**src/rtl/memory_access_arbiter.sv**
```systemverilog
// Shares the memory controller data port between the core load/store unit and the DMA port:
// arbitrates, steps the controller through LOAD or STORE_PRELOAD->STORE, returns data and status.

typedef enum logic [1:0] {
    NOP           = 2'd0,
    LOAD          = 2'd1,
    STORE_PRELOAD = 2'd2,
    STORE         = 2'd3
} MemoryMode_t;

module memory_access_arbiter #(
    parameter bit CORE_FIXED_PRIORITY = 1'b0
) (
    input  logic        clock,
    input  logic        reset,
    input  logic        coreReq,
    input  logic        coreStore,
    input  logic [2:0]  coreFunct3,
    input  logic [31:0] coreRs1,
    input  logic [31:0] coreImm,
    input  logic [31:0] coreRs2,
    output logic        coreGnt,
    output logic        coreDone,
    output logic        coreErr,
    input  logic        dmaReq,
    input  logic        dmaStore,
    input  logic [2:0]  dmaFunct3,
    input  logic [31:0] dmaAddr,
    input  logic [31:0] dmaWData,
    output logic        dmaGnt,
    output logic        dmaDone,
    output logic        dmaErr,
    output logic [31:0] rdata,
    output MemoryMode_t memoryMode,
    output logic [2:0]  funct3,
    output logic [31:0] rs1,
    output logic [31:0] immediateI,
    output logic [31:0] immediateS,
    output logic [31:0] rs2,
    input  logic [31:0] memoryOutput,
    input  logic        memoryUnalignedAccess
);

    typedef enum logic [2:0] {
        ST_IDLE    = 3'd0,
        ST_LOAD_A  = 3'd1,
        ST_LOAD_D  = 3'd2,
        ST_PRELOAD = 3'd3,
        ST_STORE   = 3'd4,
        ST_RESP    = 3'd5
    } state_t;

    state_t      state_r, state_s;
    MemoryMode_t mode_r, mode_s;
    logic        owner_r, owner_s;        // 1 = DMA owns the current operation
    logic        last_grant_r;            // 1 = DMA was granted last
    logic        pick_dma_s, grant_s, err_s, resp_entry_s;
    logic        win_store_s;
    logic [2:0]  win_funct3_s;
    logic [2:0]  funct3_r;
    logic [31:0] rs1_r, imm_r, rs2_r, rdata_r;
    logic        core_done_r, dma_done_r, core_err_r, dma_err_r;

    function automatic logic funct3_legal(input logic is_store, input logic [2:0] f3);
        if (is_store) begin
            funct3_legal = (f3 == 3'b000) || (f3 == 3'b001) || (f3 == 3'b010);
        end else begin
            funct3_legal = (f3 != 3'b011) && (f3 != 3'b110) && (f3 != 3'b111);
        end
    endfunction

    // Arbitration winner; on a round-robin tie the side not granted last wins
    always_comb begin
        pick_dma_s = 1'b0;
        if (dmaReq && !coreReq) begin
            pick_dma_s = 1'b1;
        end else if (dmaReq && coreReq && !CORE_FIXED_PRIORITY && !last_grant_r) begin
            pick_dma_s = 1'b1;
        end else begin
            pick_dma_s = 1'b0;
        end
    end

    assign grant_s = reset && (state_r == ST_IDLE) && (coreReq || dmaReq);
    assign coreGnt = grant_s && !pick_dma_s;
    assign dmaGnt  = grant_s && pick_dma_s;

    // Winner's command fields used for the legality check at grant time
    always_comb begin
        win_store_s  = 1'b0;
        win_funct3_s = 3'b000;
        if (pick_dma_s) begin
            win_store_s  = dmaStore;
            win_funct3_s = dmaFunct3;
        end else begin
            win_store_s  = coreStore;
            win_funct3_s = coreFunct3;
        end
    end

    // Next-state logic and error detection
    always_comb begin
        state_s = state_r;
        err_s   = 1'b0;
        case (state_r)
            ST_IDLE: begin
                if (!grant_s) begin
                    state_s = ST_IDLE;
                end else if (!funct3_legal(win_store_s, win_funct3_s)) begin
                    state_s = ST_RESP;
                    err_s   = 1'b1;
                end else if (win_store_s) begin
                    state_s = ST_PRELOAD;
                end else begin
                    state_s = ST_LOAD_A;
                end
            end
            ST_LOAD_A: begin
                if (memoryUnalignedAccess) begin
                    state_s = ST_RESP;
                    err_s   = 1'b1;
                end else begin
                    state_s = ST_LOAD_D;
                end
            end
            ST_LOAD_D:  state_s = ST_RESP;
            ST_PRELOAD: begin
                if (memoryUnalignedAccess) begin
                    state_s = ST_RESP;
                    err_s   = 1'b1;
                end else begin
                    state_s = ST_STORE;
                end
            end
            ST_STORE:   state_s = ST_RESP;
            ST_RESP:    state_s = ST_IDLE;
            default:    state_s = ST_IDLE;
        endcase
    end

    // Controller mode for the upcoming state, registered so the port is glitch-free
    always_comb begin
        mode_s = NOP;
        case (state_s)
            ST_LOAD_A, ST_LOAD_D: mode_s = LOAD;
            ST_PRELOAD:           mode_s = STORE_PRELOAD;
            ST_STORE:             mode_s = STORE;
            default:              mode_s = NOP;
        endcase
    end

    assign owner_s      = grant_s ? pick_dma_s : owner_r;
    assign resp_entry_s = (state_s == ST_RESP);

    // State, operand, response and arbitration registers
    always_ff @(posedge clock) begin
        if (!reset) begin
            state_r      <= ST_IDLE;
            mode_r       <= NOP;
            owner_r      <= 1'b0;
            last_grant_r <= 1'b1;
            funct3_r     <= 3'd0;
            rs1_r        <= 32'd0;
            imm_r        <= 32'd0;
            rs2_r        <= 32'd0;
            rdata_r      <= 32'd0;
            core_done_r  <= 1'b0;
            dma_done_r   <= 1'b0;
            core_err_r   <= 1'b0;
            dma_err_r    <= 1'b0;
        end else begin
            state_r     <= state_s;
            mode_r      <= mode_s;
            owner_r     <= owner_s;
            core_done_r <= resp_entry_s && !owner_s;
            dma_done_r  <= resp_entry_s && owner_s;
            core_err_r  <= resp_entry_s && !owner_s && err_s;
            dma_err_r   <= resp_entry_s && owner_s && err_s;
            if (grant_s) begin
                last_grant_r <= pick_dma_s;
                funct3_r     <= win_funct3_s;
                rs1_r        <= pick_dma_s ? dmaAddr : coreRs1;
                imm_r        <= pick_dma_s ? 32'd0 : coreImm;
                rs2_r        <= pick_dma_s ? dmaWData : coreRs2;
            end
            if (state_r == ST_LOAD_D) begin
                rdata_r <= memoryOutput;
            end
        end
    end

    // Reset overrides the mode immediately so a STORE cycle never writes under reset
    always_comb begin
        if (reset) begin
            memoryMode = mode_r;
        end else begin
            memoryMode = NOP;
        end
    end

    assign funct3     = funct3_r;
    assign rs1        = rs1_r;
    assign immediateI = imm_r;
    assign immediateS = imm_r;
    assign rs2        = rs2_r;
    assign rdata      = rdata_r;
    assign coreDone   = core_done_r;
    assign coreErr    = core_err_r;
    assign dmaDone    = dma_done_r;
    assign dmaErr     = dma_err_r;

endmodule

```
**config.mk**
```make
export PLATFORM = sky130hd
export DESIGN_NAME = memory_access_arbiter
export DESIGN_NICKNAME = d
export VERILOG_FILES = /design/src/rtl/memory_access_arbiter.sv
export SDC_FILE = /design/constraint.sdc
export NUM_CORES = 1
export LEC_CHECK = 0
export ABC_AREA = 0
export BUFFER_PORTS_ARGS = -buffer_cell sky130_fd_sc_hd__buf_4
export CAP_MARGIN = 20
export CORE_AREA = 2 2 147 149
export DETAILED_ROUTE_END_ITERATION = 8
export DIE_AREA = 0 0 149 151
export HOLD_SLACK_MARGIN = 0.1
export MAX_ROUTING_LAYER = met4
export PLACE_DENSITY = 0.61
export SLEW_MARGIN = 20
export SYNTH_ARGS = -nofsm -noshare
export SYNTH_HDL_FRONTEND = slang
export SYNTH_SLANG_ARGS = --single-unit
```
**constraint.sdc**
```tcl
create_clock -name clock -period 3.1 [get_ports clock]
set_input_delay 0 -clock clock [delete_from_list [all_inputs] [get_ports clock]]
set_output_delay 0 -clock clock [all_outputs]
set_load 0.01 [all_outputs]
```
* After elaboration in Yosys (flattened, before gate mapping)
Cells that the tools add are included.
Cells by class: $add $sub $neg 0, $mul 0, div/mod/pow operators 0, magnitude comparators 0, equal/unequal tests 14, shift-type cells 0, mux-type cells 23, bitwise operators 0, reduce and logical (&&, ||, !) cells 25
Operators with widths (count):
- $mux 32 | 3
- $eq 3x2->1 const B | 5
- $logic_and 1x1->1 | 13
- $mux 3 | 4
- $pmux 3 s4 | 1
- $mux 1 | 11
- $eq 3x1->1 const B | 3
- $eq 3x3->1 const B | 3
- $logic_not 3->1 | 2
- $ne 3x3->1 const B | 2
- $pmux 2 s3 | 1
- $reduce_or 2->1 | 3
- $logic_not 1->1 | 4
- $mux 2 | 2
- $logic_or 1x1->1 | 3
- $ne 3x2->1 const B | 1
- $pmux 1 s2 | 1
Storage, ports and cells: register bits after elaboration 142, latch bits 0, RAM bits 0, bits in read-only memories 0, input bits 205, output and inout port bits 171, word-level logic and storage cells 75, memories kept 0

* Logic depth before layout (Yosys ltp)
depth after elaboration 17, mapped depth 6, mapped depth without buffers 4

* Least setup slack after synthesis
Ideal clock, no wire load.
path kind register to register, from reg state_r[1], to reg rs2_r[24] (netlist: rs2[24]), setup time 0.128 ns, data arrival time 1.775 ns, required time 2.972 ns, slack 1.198 ns, stages on the path, launching flop included 7, buffers on the path 2, period minus slack after synthesis 1.902 ns, cell sequence dfxtp_1 -> or4b_4 -> or2_1 -> buf_6 -> buf_6 -> a222oi_1 -> nor2_1
Between the ends: longest elaborated chain between the ends 3
Ends and longest elaborated chain:
- start, declared | RTL line 53 | state_t state_r, state_s;
- start signal, assigned | RTL line 172 | state_r <= state_s;
- $logic_not 3->1 | RTL line 84 | assign grant_s = reset && (state_r == ST_IDLE) && (coreReq || dmaReq);
- $logic_and 1x1->1 (2 in series) | RTL line 84
- end signal, assigned | RTL line 184 | rs2_r <= pick_dma_s ? dmaWData : coreRs2;
- end, declared | RTL line 61 | logic [31:0] rs1_r, imm_r, rs2_r, rdata_r;
Every way passes these cells. A chain may end at the register's enable or synchronous reset.

* Worst setup path after layout
from reg state_r[1], to reg rs1_r[21] (netlist: rs1[21])
Between the ends: longest elaborated chain between the ends 3
Ends and longest elaborated chain:
- $logic_not 3->1 | RTL line 84
- $logic_and 1x1->1 (2 in series) | RTL line 84
- end signal, assigned | RTL line 182 | rs1_r <= pick_dma_s ? dmaAddr : coreRs1;
- end, declared | RTL line 61
Every way passes these cells.

==> impl_summary.log <==
[metrics] internal portion of total power: 4.080 mW
[metrics] met2 track demand over resource in global routing: 0.3567
[metrics] type of element launching the critical path: flip-flop
[metrics] Total Wirelength: 22.77 mm
[metrics] total inserted antenna cells: 0
[metrics] register bit count reported by yosys: 142
[metrics] Die Y-Extent: 151 um
[metrics] average via count per standard cell: 4.751
[metrics] maximum fanout count along the critical path: 72
[metrics] # port buffers: 375
[metrics] root buffer selected by CTS: sky130_fd_sc_hd__clkbuf_16
[metrics] clock network fraction of total power: 0.333
[metrics] startpoint of the most critical register-to-register path: state_r[1]
[metrics] synthesis warning total: 0
[metrics] register-to-register path setup slack: 0.27 ns
[metrics] Filler cells: 1,862
[metrics] clock transition at the registers of the reported paths: 0.06 ns
[metrics] gr usage total: 0.1970
[metrics] Pleak: 4.679 nW
[metrics] first-pass GRT wire length: 34.24 mm
[metrics] Setup Viol. Count Final: 0
[metrics] final critical delay including setup and external delays: 2.829 ns
[metrics] maximum number of pins on one net before global-route repair: 87
[metrics] power share of the sequential group: 0.368
[metrics] type of the tightest min-delay check: in2reg
[metrics] cell type with the largest total area after synthesis: sky130_fd_sc_hd__dfxtp_1
[metrics] Final ANT Viol Nets: 0
[metrics] hold slack final: 0.1483 ns
[metrics] CTS Buf Count: 17
[metrics] number of different library cells in the post-synthesis netlist: 35
[metrics] Worst Hold Path Cells: 5
[metrics] drt first pass iters: 6
[metrics] width of the die: 149 um
[metrics] Worst VDD drop: 0.0003331 V
[metrics] Total Die Area: 22,500 um2
[metrics] antenna violations before repair: 0
[metrics] NetSw: 1.699 mW
[metrics] transition time at the pin with the least slew margin: 0.9138 ns
[metrics] most frequently used flop master after synthesis: sky130_fd_sc_hd__dfxtp_1
[metrics] FF/Latch Area: 2843 um2
[metrics] part of the Yosys area used for sequential elements: 0.5224
[metrics] most numerous cell in the Yosys netlist: sky130_fd_sc_hd__dfxtp_1
[metrics] post-route non-filler standard cell count: 1,419
[metrics] CTS sink count: 142
[metrics] commonest cells in the synthesized netlist: sky130_fd_sc_hd__dfxtp_1 (142), sky130_fd_sc_hd__nand2_1 (106), sky130_fd_sc_hd__nor2_1 (75)
[metrics] Multi-input gate area: 2102 um2
[metrics] global route hottest layer: met2
[metrics] reg-to-reg critical path endpoint: rs1[21]
[metrics] worst clock skew on the final layout: 0.01613 ns
[metrics] RSZ-0062 raised after global routing: false
[metrics] vias after detailed routing: 6,741
[metrics] Sw Ratio: 0.2940
[metrics] mean instance size in the synthesized netlist: 8.920 um2
[metrics] Core Util, Final: 0.5198
[metrics] required time worst endpoint: 3.35 ns
[metrics] Worst Reg-to-Reg Cells: 5
[metrics] RD Place Congestion: 0.7805
[metrics] hold path start: coreStore
[metrics] combinational group share of total power: 0.298
[metrics] met1 capacity usage during global routing: 0.2132
[metrics] Overflow after GRT: 0
[metrics] Initial Util: 0.2613
[metrics] final max-slew violation count: 0
[metrics] number of endpoints with negative hold slack in the final report: 0
[metrics] count of cells resized by post-cts repair: 0
[metrics] met3 usage: 0.04307
[metrics] data arrival time of the worst path: 3.08 ns
[metrics] main area contributors after synthesis: sky130_fd_sc_hd__dfxtp_1 (52%), sky130_fd_sc_hd__a222oi_1 (12%), sky130_fd_sc_hd__nand2_1 (7.3%)
[metrics] result of the run: complete, no violations
[metrics] headroom to the max-slew limit: 0.3908
[metrics] maximum level of the CTS H-tree: 4
[metrics] top-level I/O count: 376
[metrics] class of the most critical setup path: reg2reg
[metrics] EDFF count, synth: 0
[metrics] via count of the first global-routing pass: 6,807
[metrics] ratio of cells with drive above 1 in the final layout: 0.3724
[metrics] drt first-iter violations: 507
[metrics] post-synthesis instance total: 610
[metrics] Post-DP HPWL: 14.02 mm
[metrics] Power Density: 534.0 nW/um2
[metrics] post-route fraction of the period consumed by the critical path: 0.9127
[metrics] relative area change from synthesis to final layout: 98.90%
[metrics] sink of the worst hold path: state_r[2]
[metrics] CTS tree: done
[metrics] setup total negative slack: 0 ns
[metrics] type of element capturing the critical path: flip-flop
[metrics] share of Yosys cell area claimed by the top area cell type: 0.5224
[metrics] Net Count, Synth: 815
[metrics] Placed Cells: 1,183
[metrics] max cap viols: 0
[metrics] post-CTS repair timing setup buffer count: 0
[metrics] fraction of synthesis flops using an asynchronous set or reset pin: 0
[metrics] buffers from clock root to sink, at most: 2
[metrics] Final #Nets: 1,336
[metrics] fmax: 353.4 MHz
[metrics] clock insertion delay at the later pin of the skew report: 0.42 ns
[metrics] wire per inst: 16.05 um
[metrics] core region area: 20,820 um2
[metrics] Netlist Area Pre-Place: 5441 um2
[metrics] count of unresolved DRC violations after routing: 0
[metrics] cell row count: 53
==> placed cells by master, fill, tap and decap left out, drive strengths merged, types with 3 or more instances in the layout <==
| cell type | count |
|---|---|
| a21oi | 66 |
| a222oi | 64 |
| a311oi | 3 |
| buf | 384 |
| clkbuf | 20 |
| clkinv | 5 |
| clkinvlp | 3 |
| dfxtp | 142 |
| dlygate4sd3 | 204 |
| inv | 7 |
| nand2 | 106 |
| nand3 | 34 |
| nor2 | 75 |
| nor4 | 4 |
| o21ai | 3 |
==> sequential cells by signal, indices dropped and copies added, names as in the netlist <==
register,count
mode_r,2
owner_r,1
last_grant_r,1
immediateI,32
dmaErr,1
rs1,32
coreDone,1
coreErr,1
rs2,32
state_r,3
dmaDone,1
rdata,32
funct3,3
==> area by class of cell <==
type                            instances  share of cell area
Clock buffer                           20             0.04220
Clock inverter                         12            0.009364
Inverter                                3            0.001272
Multi-Input combinational cell        379              0.1942
Sequential cell                       142              0.2627
Tap cell                              275             0.03179
Timing Repair Buffer                  588              0.4585
==> through the flow <==
stage                     setup WS, ns  cell area [um2]  total power, mW
final                           0.2706            10820            5.779
after global routing            0.1634            10820            6.074
after CTS                       0.3390            10820            5.829
after detailed placement        0.8371             8223            3.458
after global placement          0.8471             8222            3.448
after floorplan                  1.198             5441            2.842
==> how the worst max path moves through the flow <==
stage	from	endpoint	slack (ns)	cells after the start
final	state_r[1]	rs1[21]	0.27	5
after CTS	state_r[1]	rs1[16]	0.34	6
after floorplan	state_r[1]	rs2[24]	1.20	6
after global routing	state_r[1]	rs2[31]	0.16	5
after global placement	state_r[1]	coreDone	0.85	4
after detailed placement	state_r[1]	coreDone	0.84	5
==> cell families after synthesis <==
| logic type | synth area share |
|---|---|
| flip-flops | 0.5224 |
| XOR/XNOR | 0.001610 |
| AND/OR/NAND/NOR | 0.1761 |
| buffers and inverters | 0.09565 |
| AO/OA/AOI/OAI | 0.2042 |
==> power groups by stage <==
stage | clock [mW] | combinational, mW | sequential [mW]
global route | 2.07 | 1.86 | 2.15
detailed placement | 0 | 1.30 | 2.16
finish | 1.93 | 1.72 | 2.13
CTS | 2.00 | 1.70 | 2.12
global placement | 0 | 1.29 | 2.16
floorplan | 0 | 0.619 | 2.22
==> what timing repair did <==
action,CTS,global route
endpoints found under the hold margin,140,0
endpoints found under the setup margin,0,0
hold buffers,204,0
==> worst max-delay path, cell delays in order (launching register included) <==
cell and delay, ns:
sky130_fd_sc_hd__dfxtp_1 0.36, sky130_fd_sc_hd__or4b_4 0.60, sky130_fd_sc_hd__or2_4 0.53, sky130_fd_sc_hd__a222oi_1 0.44, sky130_fd_sc_hd__dlygate4sd3_1 0.62, sky130_fd_sc_hd__nor2_1 0.06
==> per-layer routing <==
layer,vias up,wire length (um)
li1,3222,-
met2,326,11760
met3,37,1638
met4,0,587
met5,-,0
met1,3156,8792
Note: power is estimated with default switching activity, not from simulation.
